===== config.mk =====
export PLATFORM = sky130hd
export DESIGN_NAME = cv32e40p_alu_ft_reconfig_ctrl
export DESIGN_NICKNAME = d
export VERILOG_FILES = /design/src/rtl/cv32e40p_alu_ft_reconfig_ctrl.sv
export SDC_FILE = /design/constraint.sdc
export NUM_CORES = 1
export LEC_CHECK = 0
export CAP_MARGIN = 10
export CORE_ASPECT_RATIO = 1.1
export CORE_MARGIN = 2
export CORE_UTILIZATION = 59
export CTS_BUF_LIST = sky130_fd_sc_hd__clkbuf_4
export CTS_CLUSTER_DIAMETER = 50
export CTS_CLUSTER_SIZE = 25
export DETAILED_ROUTE_END_ITERATION = 10
export MAX_ROUTING_LAYER = met4
export PLACE_DENSITY = 0.87
export SKIP_CTS_REPAIR_TIMING = 1
export SLEW_MARGIN = 20
export SYNTH_ARGS = -nofsm -noshare
export SYNTH_HDL_FRONTEND = slang
export SYNTH_SLANG_ARGS = --single-unit

===== constraint.sdc =====
create_clock -name clk -period 3.2 [get_ports clk]
set_input_delay 0.32 -clock clk [delete_from_list [all_inputs] [get_ports clk]]
set_output_delay 0.32 -clock clk [all_outputs]
set_load 0.005 [all_outputs]

===== src/rtl/cv32e40p_alu_ft_reconfig_ctrl.sv =====
// -----------------------------------------------------------------------------
// cv32e40p_alu_ft_reconfig_ctrl
//
// Reconfiguration controller for the fault-tolerant ALU block. Consumes the
// per-ALU permanent-fault pulses from the ALU error counter and drives the
// spare-selection mux and per-ALU clock enables so that three healthy
// replicas vote while the fourth sits clock-gated as a spare. A fault in an
// active replica wakes the spare, lets its input pipe settle for WAKE_CYCLES
// cycles, then swaps it in at the next instruction boundary (ex_ready_i).
//
// Ports:
//   clk                                 core clock
//   rst_n                               asynchronous active-low reset
//   perf_counter_permanent_faulty_alu_i one-cycle fault pulse per ALU
//   ex_ready_i                          instruction boundary marker
//   sel_mux_ex_o                        bit i=1: ALU i feeds voter input i,
//                                       bit i=0: ALU3 feeds voter input i
//   clock_en_o                          per-ALU input-register clock enable
//   faulty_mask_o                       sticky set of ALUs declared faulty
//   reconfig_busy_o                     swap in progress
//   degraded_o                          no healthy spare remains
//   fatal_o                             fewer than three healthy voters (sticky)
// -----------------------------------------------------------------------------
module cv32e40p_alu_ft_reconfig_ctrl #(
   parameter int unsigned WAKE_CYCLES = 2  // 1..15
) (
   input  logic       clk,
   input  logic       rst_n,
   input  logic [3:0] perf_counter_permanent_faulty_alu_i,
   input  logic       ex_ready_i,
   output logic [2:0] sel_mux_ex_o,
   output logic [3:0] clock_en_o,
   output logic [3:0] faulty_mask_o,
   output logic       reconfig_busy_o,
   output logic       degraded_o,
   output logic       fatal_o
);

   localparam logic [3:0] LP_CNT_INIT = 4'(WAKE_CYCLES - 1);

   typedef enum logic [2:0] {
      S_NOMINAL,
      S_WAKE,
      S_WAIT_BND,
      S_DEGRADED,
      S_FATAL
   } state_t;

   state_t     r_state, w_state_nxt;
   logic [3:0] r_cnt;
   logic [1:0] r_tgt;

   logic [2:0] r_sel,  w_sel_nxt;
   logic [3:0] r_clk,  w_clk_nxt;
   logic [3:0] r_mask;
   logic       r_busy, w_busy_nxt;
   logic       r_deg,  w_deg_nxt;
   logic       r_fat,  w_fat_nxt;

   logic [3:0] w_new_f;
   logic [3:0] w_active;
   logic [3:0] w_tgt_oh;
   logic       w_multi;
   logic [1:0] w_new_idx;

   assign w_new_f  = perf_counter_permanent_faulty_alu_i & ~r_mask;
   // More than one bit set: clearing the lowest set bit leaves something.
   assign w_multi  = |(w_new_f & (w_new_f - 4'd1));
   assign w_tgt_oh = 4'b0001 << r_tgt;

   // While the spare is being woken all four clocks run, but only ALU0..2
   // are actually voting.
   assign w_active = (r_state == S_WAKE || r_state == S_WAIT_BND) ? 4'b0111 : r_clk;

   always_comb begin
      w_new_idx = 2'd2;
      if (w_new_f[0])      w_new_idx = 2'd0;
      else if (w_new_f[1]) w_new_idx = 2'd1;
   end

   // ---------------------------------------------------------------- state reg
   always_ff @(posedge clk or negedge rst_n) begin
      if (!rst_n) begin
         r_state <= S_NOMINAL;
      end else begin
         r_state <= w_state_nxt;
      end
   end

   // ---------------------------------------------------------------- next state
   always_comb begin
      w_state_nxt = r_state;
      unique case (r_state)
         S_NOMINAL: begin
            if (w_multi)                  w_state_nxt = S_FATAL;
            else if (w_new_f == 4'b1000)  w_state_nxt = S_DEGRADED;
            else if (w_new_f != 4'b0000)  w_state_nxt = S_WAKE;
         end
         S_WAKE: begin
            // tgt is already in the mask, so any new bit is a second fault
            if (|(w_new_f & ~w_tgt_oh))   w_state_nxt = S_FATAL;
            else if (r_cnt == 4'd0)       w_state_nxt = S_WAIT_BND;
         end
         S_WAIT_BND: begin
            // a fault coinciding with the boundary wins over the swap
            if (|(w_new_f & ~w_tgt_oh))   w_state_nxt = S_FATAL;
            else if (ex_ready_i)          w_state_nxt = S_DEGRADED;
         end
         S_DEGRADED: begin
            if (|(w_new_f & w_active))    w_state_nxt = S_FATAL;
         end
         S_FATAL:   w_state_nxt = S_FATAL;
         default:   w_state_nxt = S_FATAL;
      endcase
   end

   // ---------------------------------------------------------------- outputs
   always_comb begin
      w_sel_nxt  = r_sel;
      w_clk_nxt  = r_clk;
      w_busy_nxt = r_busy;
      w_deg_nxt  = r_deg;
      w_fat_nxt  = r_fat;
      unique case (w_state_nxt)
         S_FATAL: begin
            // mux and clocks freeze where they were
            w_fat_nxt  = 1'b1;
            w_busy_nxt = 1'b0;
            w_deg_nxt  = 1'b1;
         end
         S_WAKE: begin
            if (r_state == S_NOMINAL) begin
               w_clk_nxt  = 4'b1111;
               w_busy_nxt = 1'b1;
            end
         end
         S_DEGRADED: begin
            w_deg_nxt = 1'b1;
            if (r_state == S_WAIT_BND) begin
               w_sel_nxt  = r_sel & ~w_tgt_oh[2:0];
               w_clk_nxt  = 4'b1111 & ~w_tgt_oh;
               w_busy_nxt = 1'b0;
            end
         end
         default: ;
      endcase
   end

   always_ff @(posedge clk or negedge rst_n) begin
      if (!rst_n) begin
         r_sel  <= 3'b111;
         r_clk  <= 4'b0111;
         r_mask <= 4'b0000;
         r_busy <= 1'b0;
         r_deg  <= 1'b0;
         r_fat  <= 1'b0;
         r_cnt  <= 4'd0;
         r_tgt  <= 2'd0;
      end else begin
         r_sel  <= w_sel_nxt;
         r_clk  <= w_clk_nxt;
         r_mask <= r_mask | perf_counter_permanent_faulty_alu_i;
         r_busy <= w_busy_nxt;
         r_deg  <= w_deg_nxt;
         r_fat  <= w_fat_nxt;
         if (r_state == S_NOMINAL && w_state_nxt == S_WAKE) begin
            r_cnt <= LP_CNT_INIT;
            r_tgt <= w_new_idx;
         end else if (r_state == S_WAKE && r_cnt != 4'd0) begin
            r_cnt <= r_cnt - 4'd1;
         end
      end
   end

   assign sel_mux_ex_o    = r_sel;
   assign clock_en_o      = r_clk;
   assign faulty_mask_o   = r_mask;
   assign reconfig_busy_o = r_busy;
   assign degraded_o      = r_deg;
   assign fatal_o         = r_fat;

endmodule


### After elaboration in Yosys (flattened, before gate mapping)

Cells that the tools add are included.

| word-level totals | value |
|---|---|
| bits in writable memories | 0 |
| output and inout port bits | 14 |
| latch bits | 0 |
| register bits after elaboration | 23 |
| logic and storage cells | 67 |
| bits in read-only memories | 0 |
| memories kept | 0 |

| operators by class | value |
|---|---|
| order comparisons | 0 |
| $mul | 0 |
| divide/modulo/power cells | 0 |
| $add $sub $neg | 2 |
| equality and inequality tests | 9 |
| bitwise gates (word level) | 9 |
| mux-type cells | 20 |
| reductions and logical operators | 17 |
| shifts and indexed selects | 1 |

Operator list:

| kind | number |
|---|---|
| 3-bit 2-to-1 mux | 8 |
| 4-bit 2-to-1 mux | 5 |
| 4-bit AND | 4 |
| 3-bit one-hot mux with 4 select lines | 1 |
| 4-bit OR reduction | 3 |
| 3-bit by 2-bit == test with 1-bit output (second input constant) | 3 |
| 4-bit NOT | 2 |
| 4-bit one-hot mux with 2 select lines | 1 |
| 4-bit nonzero test | 2 |
| 4-bit by 1-bit subtractor with 4-bit output (second input constant) | 2 |
| 3-bit by 1-bit == test with 1-bit output (second input constant) | 2 |
| 3-bit AND reduction | 2 |
| 4-bit == test (second input constant) | 1 |
| 4-bit zero test | 1 |
| 2-bit 2-to-1 mux | 2 |
| 2-bit != test (second input constant) | 2 |
| 4-bit bitwise OR | 1 |
| 2-bit nonzero test | 2 |
| 1-bit by 2-bit left shift with 4-bit output (first input constant) | 1 |
| 3-bit AND | 1 |
| 3-bit == test (second input constant) | 1 |
| 3-bit zero test | 1 |
| 3-bit NOT | 1 |
| 1-bit one-hot mux with 3 select lines | 1 |
| 6 further kinds | 8 |

### Depth between registers and ports, before layout

| logic depth | value |
|---|---|
| word-level depth | 10 |
| depth in mapped cells | 8 |
| mapped depth without buffers | 8 |

### Least setup slack after synthesis

No wires, ideal clock.

| timing | value |
|---|---|
| path type | register to register |
| start | register r_cnt[0] |
| end | register r_sel[1] (netlist: sel_mux_ex_o[1]) |
| slack | 1.346 ns |
| buffers on the path | 0 |
| arrival time | 1.768 ns |
| required time | 3.114 ns |
| stages on the path, launching flop included | 9 |
| path through | dfrtp_1 inv_1 ha_1 nor3b_1 or3_1 a21o_1 a21oi_2 nor2_1 o41a_1 |

| between the ends | value |
|---|---|
| longest elaborated chain between the ends | 6 |

Ends and longest elaborated chain:

| element | RTL line | text |
|---|---|---|
| start, declared | 50 | `logic [3:0] r_cnt;` |
| start signal, assigned | 170 | `r_cnt <= r_cnt - 4'd1;` |
| 4-bit zero test | 102 | `else if (r_cnt == 4'd0) w_state_nxt = S_WAIT_BND;` |
| 3-bit 2-to-1 mux | 102 |  |
| 3-bit 2-to-1 mux | 101 | `if (\|(w_new_f & ~w_tgt_oh)) w_state_nxt = S_FATAL;` |
| 3-bit one-hot mux with 4 select lines | 93 | `unique case (r_state)` |
| 3-bit by 2-bit == test with 1-bit output | 124 | `unique case (w_state_nxt)` |
| 2-bit AND reduction (no line) | -- |  |
| end signal, assigned | 160 | `r_sel <= w_sel_nxt;` |
| end, declared | 53 | `logic [2:0] r_sel, w_sel_nxt;` |

No other way between the ends.
A chain may end at the register's enable or synchronous reset.

### Final worst setup path

| timing | value |
|---|---|
| start | register r_cnt[0] |
| end | register r_clk[3] (netlist: clock_en_o[3]) |

| between the ends | value |
|---|---|
| longest elaborated chain between the ends | 7 |
| elaborated cells on any way between the ends | 11 |
| those cells by class | eq/ne (4); mux (4); reduce/logical (3) |

Ends and longest elaborated chain:

| element | RTL line | text |
|---|---|---|
| 4-bit zero test * | 102 |  |
| 3-bit 2-to-1 mux * | 102 |  |
| 3-bit 2-to-1 mux * | 101 |  |
| 3-bit one-hot mux with 4 select lines * | 93 |  |
| 3-bit by 2-bit == test with 1-bit output / 3-bit by 1-bit == test with 1-bit output (equally long branches) | 124 |  |
| 2-bit != test (no line) / 2-bit nonzero test (equally long branches) | -- |  |
| 3-bit AND reduction (no line) | -- |  |
| end signal, assigned | 161 | `r_clk <= w_clk_nxt;` |
| end, declared | 54 | `logic [3:0] r_clk, w_clk_nxt;` |

Mark *: on every way between the ends. The rest lies on a longest branch, timed or not.

==> impl_metrics.ini <==
[setup_path]
cp_data_arrival_time_ps = 2330
cp_max_fo = 9
rr_worst_depth = 8
cpLargestDelayFamily = compound AO/OA/AOI/OAI gates
worst-path-stages = 8
path_class = register to register
critPathRequiredTime_ps = 3440
critPathBufInv = 1
crit_path_start_kind = register
cpPeakStageDelay_ps = 410
slowest_stage = dfrtp_1
endpoint_kind = register
path_cells = inv_1, ha_1, nor3b_1, or3_1, a21o_1, a21oi_4, nor3_1, a31oi_1

[finish]
layout-drive-gt1-share = 0.1722
mostFrequentLayoutCells = clkdlybuf4s50_1 (19), dfrtp_1 (17), nor2_1 (13)
syn2layout_area_growth_pct = 19.15
fin_util = 0.7474
postLayoutCellArea_um2 = 1510
final_nets = 161
num_antenna_cells = 0
final_common_cell = clkdlybuf4s50_1

[power]
p_leak_uw = 0.0005839
power.density_nw_per_um2 = 511.7
vdd_ir_drop_max_mv = 0.4742

[synthesis]
synth_warnings = 0
async_flop_share = 1.000
synthFlopType = dfrtp_1
yosysUniqueCellTypes = 51
syn-mean-instance-area_um2 = 9.750
synth_top_area_share = 0.3356
synthesis.nets = 139
synthCells = 130
yosys.area.top_type = dfrtp_1
ys_seq_elements = 23
synthesis.area_um2 = 1267
yosysSeqAreaShare = 0.4600
synthTopCellsByArea = dfrtp_1 (34%), dfstp_2 (12%), nor2_1 (3.8%)
synth_edf_count = 0

[global_route]
antenna_found_initial = 0
grt_first_pass_wirelength_um = 4360
grt_pass1_vias = 979
grt_max_degree = 24
overflow = 0
grt_usage = 0.2498

[timing]
finalCriticalPeriod_ps = 2090
finalSetupTns_ps = 0
period_share = 0.6533
drv_slew = 0
finalHoldViolations = 0
worst_slew_pin_slew_ps = 495.2
slew_headroom = 0.6699
fin_skew_ps = 3.916
holdWs_ps = 479.9
rsz0062_at_grt = false
setup_violations = 0
finalWorstSetupSlack_ps = 1110
fmax_mhz = 478.4

[floorplanning]
dieHeight_um = 52.61
dieWidth_um = 48.19
rows = 17
core_area_um2 = 2021
top_level_ports = 21
start_util = 0.6272
fp.dieArea_um2 = 2535

[job]
cap_violations = 0

[clocking]
worstSkewPairLatency_ps = 310
cts.sinks = 23
cts.clk_slew.worst_paths_ps = 120
cts_made_buffers = 3
root_buffer = clkbuf_4
clk_path_buf_depth = 2
cts_max_level = 1
cts_tree = built

[detailed_routing]
drtAntennaViolNets = 0
vias = 1042
routed_wl_um = 2617
vias_per_cell = 5.821
drc = 0
drt_iter0_markers = 34
firstDrtPassIters = 4
wl_per_cell_um = 14.62

[worst_hold_path]
hold_class = register to register
whs_path_depth = 1

[place]
routabilityCongestion = 0.8939
dpl_cell_area_um2 = 1475
pre_cts_ws_ps = 859.4
portBuffers = 20
hpwl_um = 1980

[status]
outcome = completed
final timing paths:
path | startpoint | to | slack (ps)
max in group asynchronous | rst_n | sel_mux_ex_o[2]$_DFFE_PN1P_ | 2350
min reg2reg | fatal_o$_DFFE_PN0N_ | fatal_o$_DFFE_PN0N_ | 480
min in group asynchronous | rst_n | faulty_mask_o[1]$_DFF_PN0_ | 490
min | fatal_o$_DFFE_PN0N_ | fatal_o$_DFFE_PN0N_ | 480
max | r_cnt[0]$_DFFE_PN0P_ | clock_en_o[3]$_DFFE_PN0P_ | 1110
max reg2reg | r_cnt[0]$_DFFE_PN0P_ | clock_en_o[3]$_DFFE_PN0P_ | 1110
power by group:
| group | total (uW) | internal [uW] | switching (uW) |
|---|---|---|---|
| Combinational | 194 | 107 | 87.0 |
| Sequential | 436 | 361 | 75.3 |
| Clock | 143 | 57.2 | 85.3 |
| Total | 773 | 525 | 248 |
layer usage:
metal | GRT usage | vias up | routed length (um)
li1 | - | 498 | -
met1 | 0.3151 | 507 | 1110
met2 | 0.4057 | 33 | 1364
met3 | 0.02069 | 4 | 111
met4 | 0.09459 | 0 | 30
met5 | - | - | 0
cell type report:
cell class / count / area [um^2]
fill: 144 / 510.5
inverter: 5 / 18.77
multi-input combinational: 97 / 630.6
clock buffer: 4 / 30.03
timing repair buffer: 22 / 212.7
tap: 28 / 35.03
sequential: 23 / 583.1
cell usage after synthesis, drive strengths merged (3+ instances only):
master,n
dfrtp,17
nand2b,5
a21oi,7
buf,3
o21ai,3
nor2,13
nand2,12
inv,4
or3,3
nor2b,5
nor3,10
dfstp,6
or2,6
nand3,3
registers in the layout (all words and copies together), names as in the netlist, 2 cells and up:
name,count
r_tgt,2
r_cnt,4
r_state,3
clock_en_o,4
faulty_mask_o,4
sel_mux_ex_o,3
through the flow:
stage | cells | power (uW)
5_1_grt | 179 | 817.4
6_report | 179 | 772.8
4_1_cts | 178 | 778.0
3_5_place_dp | 174 | 634.5
2_1_floorplan | 130 | 544.2
3_3_place_gp | 174 | 619.7
kinds of logic (layout without fill, tap and decap cells):
kind of cell / count (synthesis) / after routing / synth area share
adder cells (fa/ha/maj): 3 / 3 / 0.02862
AO/OA/AOI/OAI: 27 / 27 / 0.1678
AND/OR/NAND/NOR: 63 / 63 / 0.2734
XOR/XNOR: 4 / 4 / 0.02765
buffers and inverters: 10 / 31 / 0.04244
flip-flops: 23 / 23 / 0.4600
Power figures use the tool's default switching activity.
